File: config.mk
export PLATFORM = sky130hd
export DESIGN_NAME = alu_arbiter
export DESIGN_NICKNAME = d
export VERILOG_FILES = /design/src/rtl/alu_arbiter.sv
export SDC_FILE = /design/constraint.sdc
export NUM_CORES = 1
export LEC_CHECK = 0
export ABC_AREA = 1
export CORE_AREA = 2 2 108 110
export CTS_CLUSTER_DIAMETER = 30
export DETAILED_ROUTE_END_ITERATION = 8
export DIE_AREA = 0 0 110 112
export PLACE_DENSITY = 0.75
export SYNTH_ARGS = -nofsm -noshare
export SYNTH_HDL_FRONTEND = slang
export SYNTH_SLANG_ARGS = --single-unit
File: constraint.sdc
create_clock -name clk -period 1.9 [get_ports clk]
set_clock_uncertainty 0.2 [all_clocks]
set_input_delay 0.38 -clock clk [delete_from_list [all_inputs] [get_ports clk]]
set_output_delay 0.38 -clock clk [all_outputs]
set_load 0.05 [all_outputs]
File: src/rtl/alu_arbiter.sv
// ---------------------------------------------------------------------------
// alu_arbiter
//
// Shares one combinational ALU between two requesters (req0 = execute stage,
// req1 = auxiliary unit). Requests are arbitrated round-robin with
// valid/ready handshakes. The ALU result of an accepted request is captured
// into a single result register and returned to the requester that issued it.
//
// Ports
//   clk, rst_n                 clock (rising edge), async active-low reset
//   reqX_valid / reqX_ready    request handshake, X = 0/1
//   reqX_op, reqX_a, reqX_b    opcode and operands of requester X
//   rspX_valid / rspX_ready    response handshake, X = 0/1
//   rsp_data, rsp_zero         registered ALU result and zero flag (shared)
//   alu_op, alu_a, alu_b       drive the external ALU inputs
//   alu_d, alu_zero            external ALU result and zero flag
// ---------------------------------------------------------------------------
`ifndef REG_FILE_WIDTH
`define REG_FILE_WIDTH 32
`endif

module alu_arbiter #(
  parameter int WIDTH = `REG_FILE_WIDTH
) (
  input  logic             clk,
  input  logic             rst_n,

  input  logic             req0_valid,
  output logic             req0_ready,
  input  logic [3:0]       req0_op,
  input  logic [WIDTH-1:0] req0_a,
  input  logic [WIDTH-1:0] req0_b,

  input  logic             req1_valid,
  output logic             req1_ready,
  input  logic [3:0]       req1_op,
  input  logic [WIDTH-1:0] req1_a,
  input  logic [WIDTH-1:0] req1_b,

  output logic             rsp0_valid,
  input  logic             rsp0_ready,
  output logic             rsp1_valid,
  input  logic             rsp1_ready,
  output logic [WIDTH-1:0] rsp_data,
  output logic             rsp_zero,

  output logic [3:0]       alu_op,
  output logic [WIDTH-1:0] alu_a,
  output logic [WIDTH-1:0] alu_b,
  input  logic [WIDTH-1:0] alu_d,
  input  logic             alu_zero
);

  typedef enum logic {
    ST_IDLE = 1'b0,   // result register empty
    ST_RESP = 1'b1    // result register holds a result for rsp_id_q
  } state_t;

  state_t           state_q, state_d;
  logic             rsp_id_q, rsp_id_d;
  logic             last_grant_q, last_grant_d;
  logic [WIDTH-1:0] rsp_data_q, rsp_data_d;
  logic             rsp_zero_q, rsp_zero_d;

  logic owner_ready;   // the current result owner consumes its result
  logic slot_free;     // result register can take a new result this cycle
  logic any_valid;
  logic grant;         // round-robin winner (0 or 1), meaningful if any_valid
  logic accept;        // the winner is accepted this cycle

  // -------------------------------------------------------------------------
  // Arbitration
  // -------------------------------------------------------------------------
  always_comb begin
    owner_ready = rsp_id_q ? rsp1_ready : rsp0_ready;
    // The non-owner's rsp_ready never frees the slot.
    slot_free   = (state_q == ST_IDLE) || owner_ready;
    any_valid   = req0_valid || req1_valid;

    // On a tie the requester that did not win last time gets the slot;
    // otherwise the single valid requester wins.
    if (req0_valid && req1_valid) begin
      grant = ~last_grant_q;
    end else begin
      grant = req1_valid;
    end

    accept = slot_free && any_valid;
  end

  assign req0_ready = accept && (grant == 1'b0);
  assign req1_ready = accept && (grant == 1'b1);

  // -------------------------------------------------------------------------
  // ALU input mux: the current winner's fields are presented even while the
  // slot is blocked; they only become a committed operation on accept.
  // -------------------------------------------------------------------------
  always_comb begin
    alu_op = 4'h0;
    alu_a  = '0;
    alu_b  = '0;
    if (any_valid) begin
      if (grant) begin
        alu_op = req1_op;
        alu_a  = req1_a;
        alu_b  = req1_b;
      end else begin
        alu_op = req0_op;
        alu_a  = req0_a;
        alu_b  = req0_b;
      end
    end
  end

  // -------------------------------------------------------------------------
  // Next-state logic
  // -------------------------------------------------------------------------
  always_comb begin
    state_d      = state_q;
    rsp_id_d     = rsp_id_q;
    last_grant_d = last_grant_q;
    rsp_data_d   = rsp_data_q;
    rsp_zero_d   = rsp_zero_q;

    case (state_q)
      ST_IDLE: begin
        if (accept) begin
          state_d = ST_RESP;
        end
      end
      ST_RESP: begin
        // Owner consumed and nothing new accepted: slot empties. With a
        // new accept the state stays RESP and the result is replaced.
        if (owner_ready && !accept) begin
          state_d = ST_IDLE;
        end
      end
      default: begin
        state_d = ST_IDLE;
      end
    endcase

    if (accept) begin
      rsp_id_d     = grant;
      last_grant_d = grant;
      rsp_data_d   = alu_d;
      rsp_zero_d   = alu_zero;
    end
  end

  // -------------------------------------------------------------------------
  // State registers
  // -------------------------------------------------------------------------
  always_ff @(posedge clk or negedge rst_n) begin
    if (!rst_n) begin
      state_q      <= ST_IDLE;
      rsp_id_q     <= 1'b0;
      last_grant_q <= 1'b1;   // req0 wins the first tie
      rsp_data_q   <= '0;
      rsp_zero_q   <= 1'b0;
    end else begin
      state_q      <= state_d;
      rsp_id_q     <= rsp_id_d;
      last_grant_q <= last_grant_d;
      rsp_data_q   <= rsp_data_d;
      rsp_zero_q   <= rsp_zero_d;
    end
  end

  // -------------------------------------------------------------------------
  // Response outputs
  // -------------------------------------------------------------------------
  assign rsp0_valid = (state_q == ST_RESP) && (rsp_id_q == 1'b0);
  assign rsp1_valid = (state_q == ST_RESP) && (rsp_id_q == 1'b1);
  assign rsp_data   = rsp_data_q;
  assign rsp_zero   = rsp_zero_q;

endmodule

==> out/metrics.yaml <==
status:
  outcome: "complete, but fails checks"
  violations: "negative setup slack"
power_and_ir_drop:
  power.density_nw_per_um2: 1080
  power_leakage_nw: 3.34
  ir_drop_mv: 0.822
detailed_routing:
  met1_length_um: 4860
  drt_iter0_drc: 174
  antenna_left: 0
  dr_total_vias: 3871
  vias_per_cell: 4.60
  met3_length_um: 1320
  finalWirelength_um: 13800
  dr.pass1.iters: 5
  drc: 0
  post_drt_wl_per_cell_um: 16.4
  route.met2.wl_um: 7160
  highest_layer: "met4"
grt:
  grt_usage_pct: 22.2
  grt_pass1_vias: 4162
  grt_max_degree: 37
  grt_overflow: 0
  antenna_found_initial: 3
  grt_pass1_wl_um: 21300
placement:
  dpl.hpwl_um: 11100
  placed_area_um2: 6910
  place.gp.congestion: 0.977
  port_buffers: 279
  dpl.cell_count: 817
setup_path:
  crit_type: "flip-flop to output port"
  worstPathRequired_ns: 1.32
  critical_path_arrival_ns: 1.67
  cp_max_fo: 22
  critPathCaptureType: "output port"
  start_kind: "flip-flop"
synthesis:
  ys_types: 18
  ys_warn_count: 0
  synth_fp_nets: 571
  ys_async_sr_fraction_pct: 100
  yosys-top-cells-count: "200 x nand2_1, 48 x o21ai_0, 36 x nand3_1"
  synth_edf_count: 0
  synth-seq-cells: 36
  synth_area_leader_cell: "dfrtp_1"
  yosysSeqAreaShare_pct: 35.4
  syn_avg_cell_area_um2: 6.44
  synth.top_cell.area_share_pct: 34.3
  yosysMostFrequentCell: "nand2_1"
  synth_area_leaders: "dfrtp_1 34%, nand2_1 29%, o21ai_0 9.4%"
  synthFlopType: "dfrtp_1"
  synth_cells: 396
  synth_area_um2: 2550
cts:
  cts_tree: "built"
  clockBufferDepth: 2
  htree_levels: 2
  numCtsBuffers: 5
  clock_sinks: 36
  ctsRootBufferMaster: "clkbuf_16"
  clkTransAtPathRegs_ns: 0.05
  clock_latency_ns: 0.27
floorplan:
  die_y_um: 112
  rows: 39
  coreArea_um2: 11200
  io_pins: 280
  start_util_pct: 22.8
  dieArea_um2: 12300
  die_w_um: 110
timing:
  fin_crit_sh_pct: 119
  timing.final.ws_setup_ns: -0.352
  report.final.slew_viol_count: 0
  finalCriticalPeriod_ns: 2.25
  clock.fmax_mhz: 444
  setup_viol: 70
  max-slew-margin-rel_pct: 76.3
  hold_violations: 0
  rsz0062_at_grt: "true"
  tightest_slew_ns: 0.356
finish:
  fin_cells: 841
  drive_gt1_share_pct: 37.3
  area_growth_pct: 197
  n_fill_cell: 820
  nNetsFinal: 869
  design_area_um2: 7560
run:
  maxCapViolations: 0
hold_path:
  min_path_type: "flip-flop to flip-flop"
layout by cell type, fill, tap and decap left out, types with 3 or more instances in the layout:
cell type,instances
buf_12,85
inv_1,5
diode_2,3
buf_4,47
nand2_2,14
nand2_4,13
o21ai_2,3
buf_8,4
nand2_1,184
dfrtp_1,35
clkbuf_16,8
buf_6,7
o21ai_4,64
clkdlybuf4s50_1,171
nand3_1,36
cell families after synthesis:
| kind of cell | Yosys count | synth area share (%) |
|---|---|---|
| AO/OA/AOI/OAI | 69 | 15.5 |
| buffers and inverters | 40 | 8.88 |
| AND/OR/NAND/NOR | 251 | 40.3 |
| flip-flops | 36 | 35.4 |
worst max-delay path, cell delays in order (launching register included):
cell and delay, ns:
dfstp_2 0.55, a21oi_4 0.07, buf_12 0.15, buf_12 0.16, buf_4 0.16, o21ai_4 0.14
buf_12 0.15
layer usage:
layer  vias up  GRT usage (%)
met3        34           7.67
met1      1788           23.1
met4         0           8.52
li1       1860              -
met2       189           40.2
met5         -              0
power by group:
part	internal [mW]	leakage, nW	switching [mW]
logic	2.48	2.82	3.57
registers	1.11	0.443	0.218
clock network	0.521	0.0702	0.280
final cells by class:
class                   count  area, µm²  area share (%)
repair buffers            323       4060            53.7
multi-input cells         320       2230            29.5
flip-flops and latches     36        902            11.9
well taps                 143        179            2.37
clock buffers               7        143            1.89
inverters                   8       32.5           0.430
clock inverters             1       7.51          0.0993
diodes                      3       7.51          0.0993
path summary, 6_finish.rpt:
kind / start / end / slack, ns / depth (start not counted)
worst max-delay path: last_grant_q / alu_b[30] / -0.35 / 6
worst min-delay path: rsp_data[5] / rsp_data[5] / 0.27 / 2
worst max register to register: rsp_id_q / rsp_data[30] / 0.34 / 6
worst min register to register: rsp_data[5] / rsp_data[5] / 0.27 / 2
max in group asynchronous: rst_n / last_grant_q / 0.84 / 3
min in group asynchronous: rst_n / rsp_data[21] / 0.41 / 3
repair_timing:
item | CTS | global route
endpoints found under the setup margin | 70 | 70
hold buffers | 1 | 0
pin swaps | 5 | 6
resized for setup | 70 | 9
gates cloned | 3 | 2
hold endpoints to repair | 35 | 0
buffers inserted | 7 | 2
through the flow:
stage / setup TNS [ns] / util, % / setup WS (ns) / hold slack, ns / power, mW
after global placement: -33.02 / 61.9 / -0.464 / 0.152 / 6.96
after detailed placement: -35.96 / 61.9 / -0.512 / 0.156 / 7.06
after global routing: -24.30 / 67.7 / -0.410 / 0.296 / 8.58
after CTS: -22.15 / 67.1 / -0.379 / 0.274 / 8.20
final: -20.30 / 67.7 / -0.352 / 0.271 / 8.19
after floorplan: -1.71 / - / -0.216 / -0.116 / 4.59
flip-flops by register name, indices dropped and copies added (netlist names):
signal,cells
rsp_id_q,1
state_q,1
last_grant_q,1
rsp_zero,1
rsp_data,32
Power figures use the tool's default switching activity.
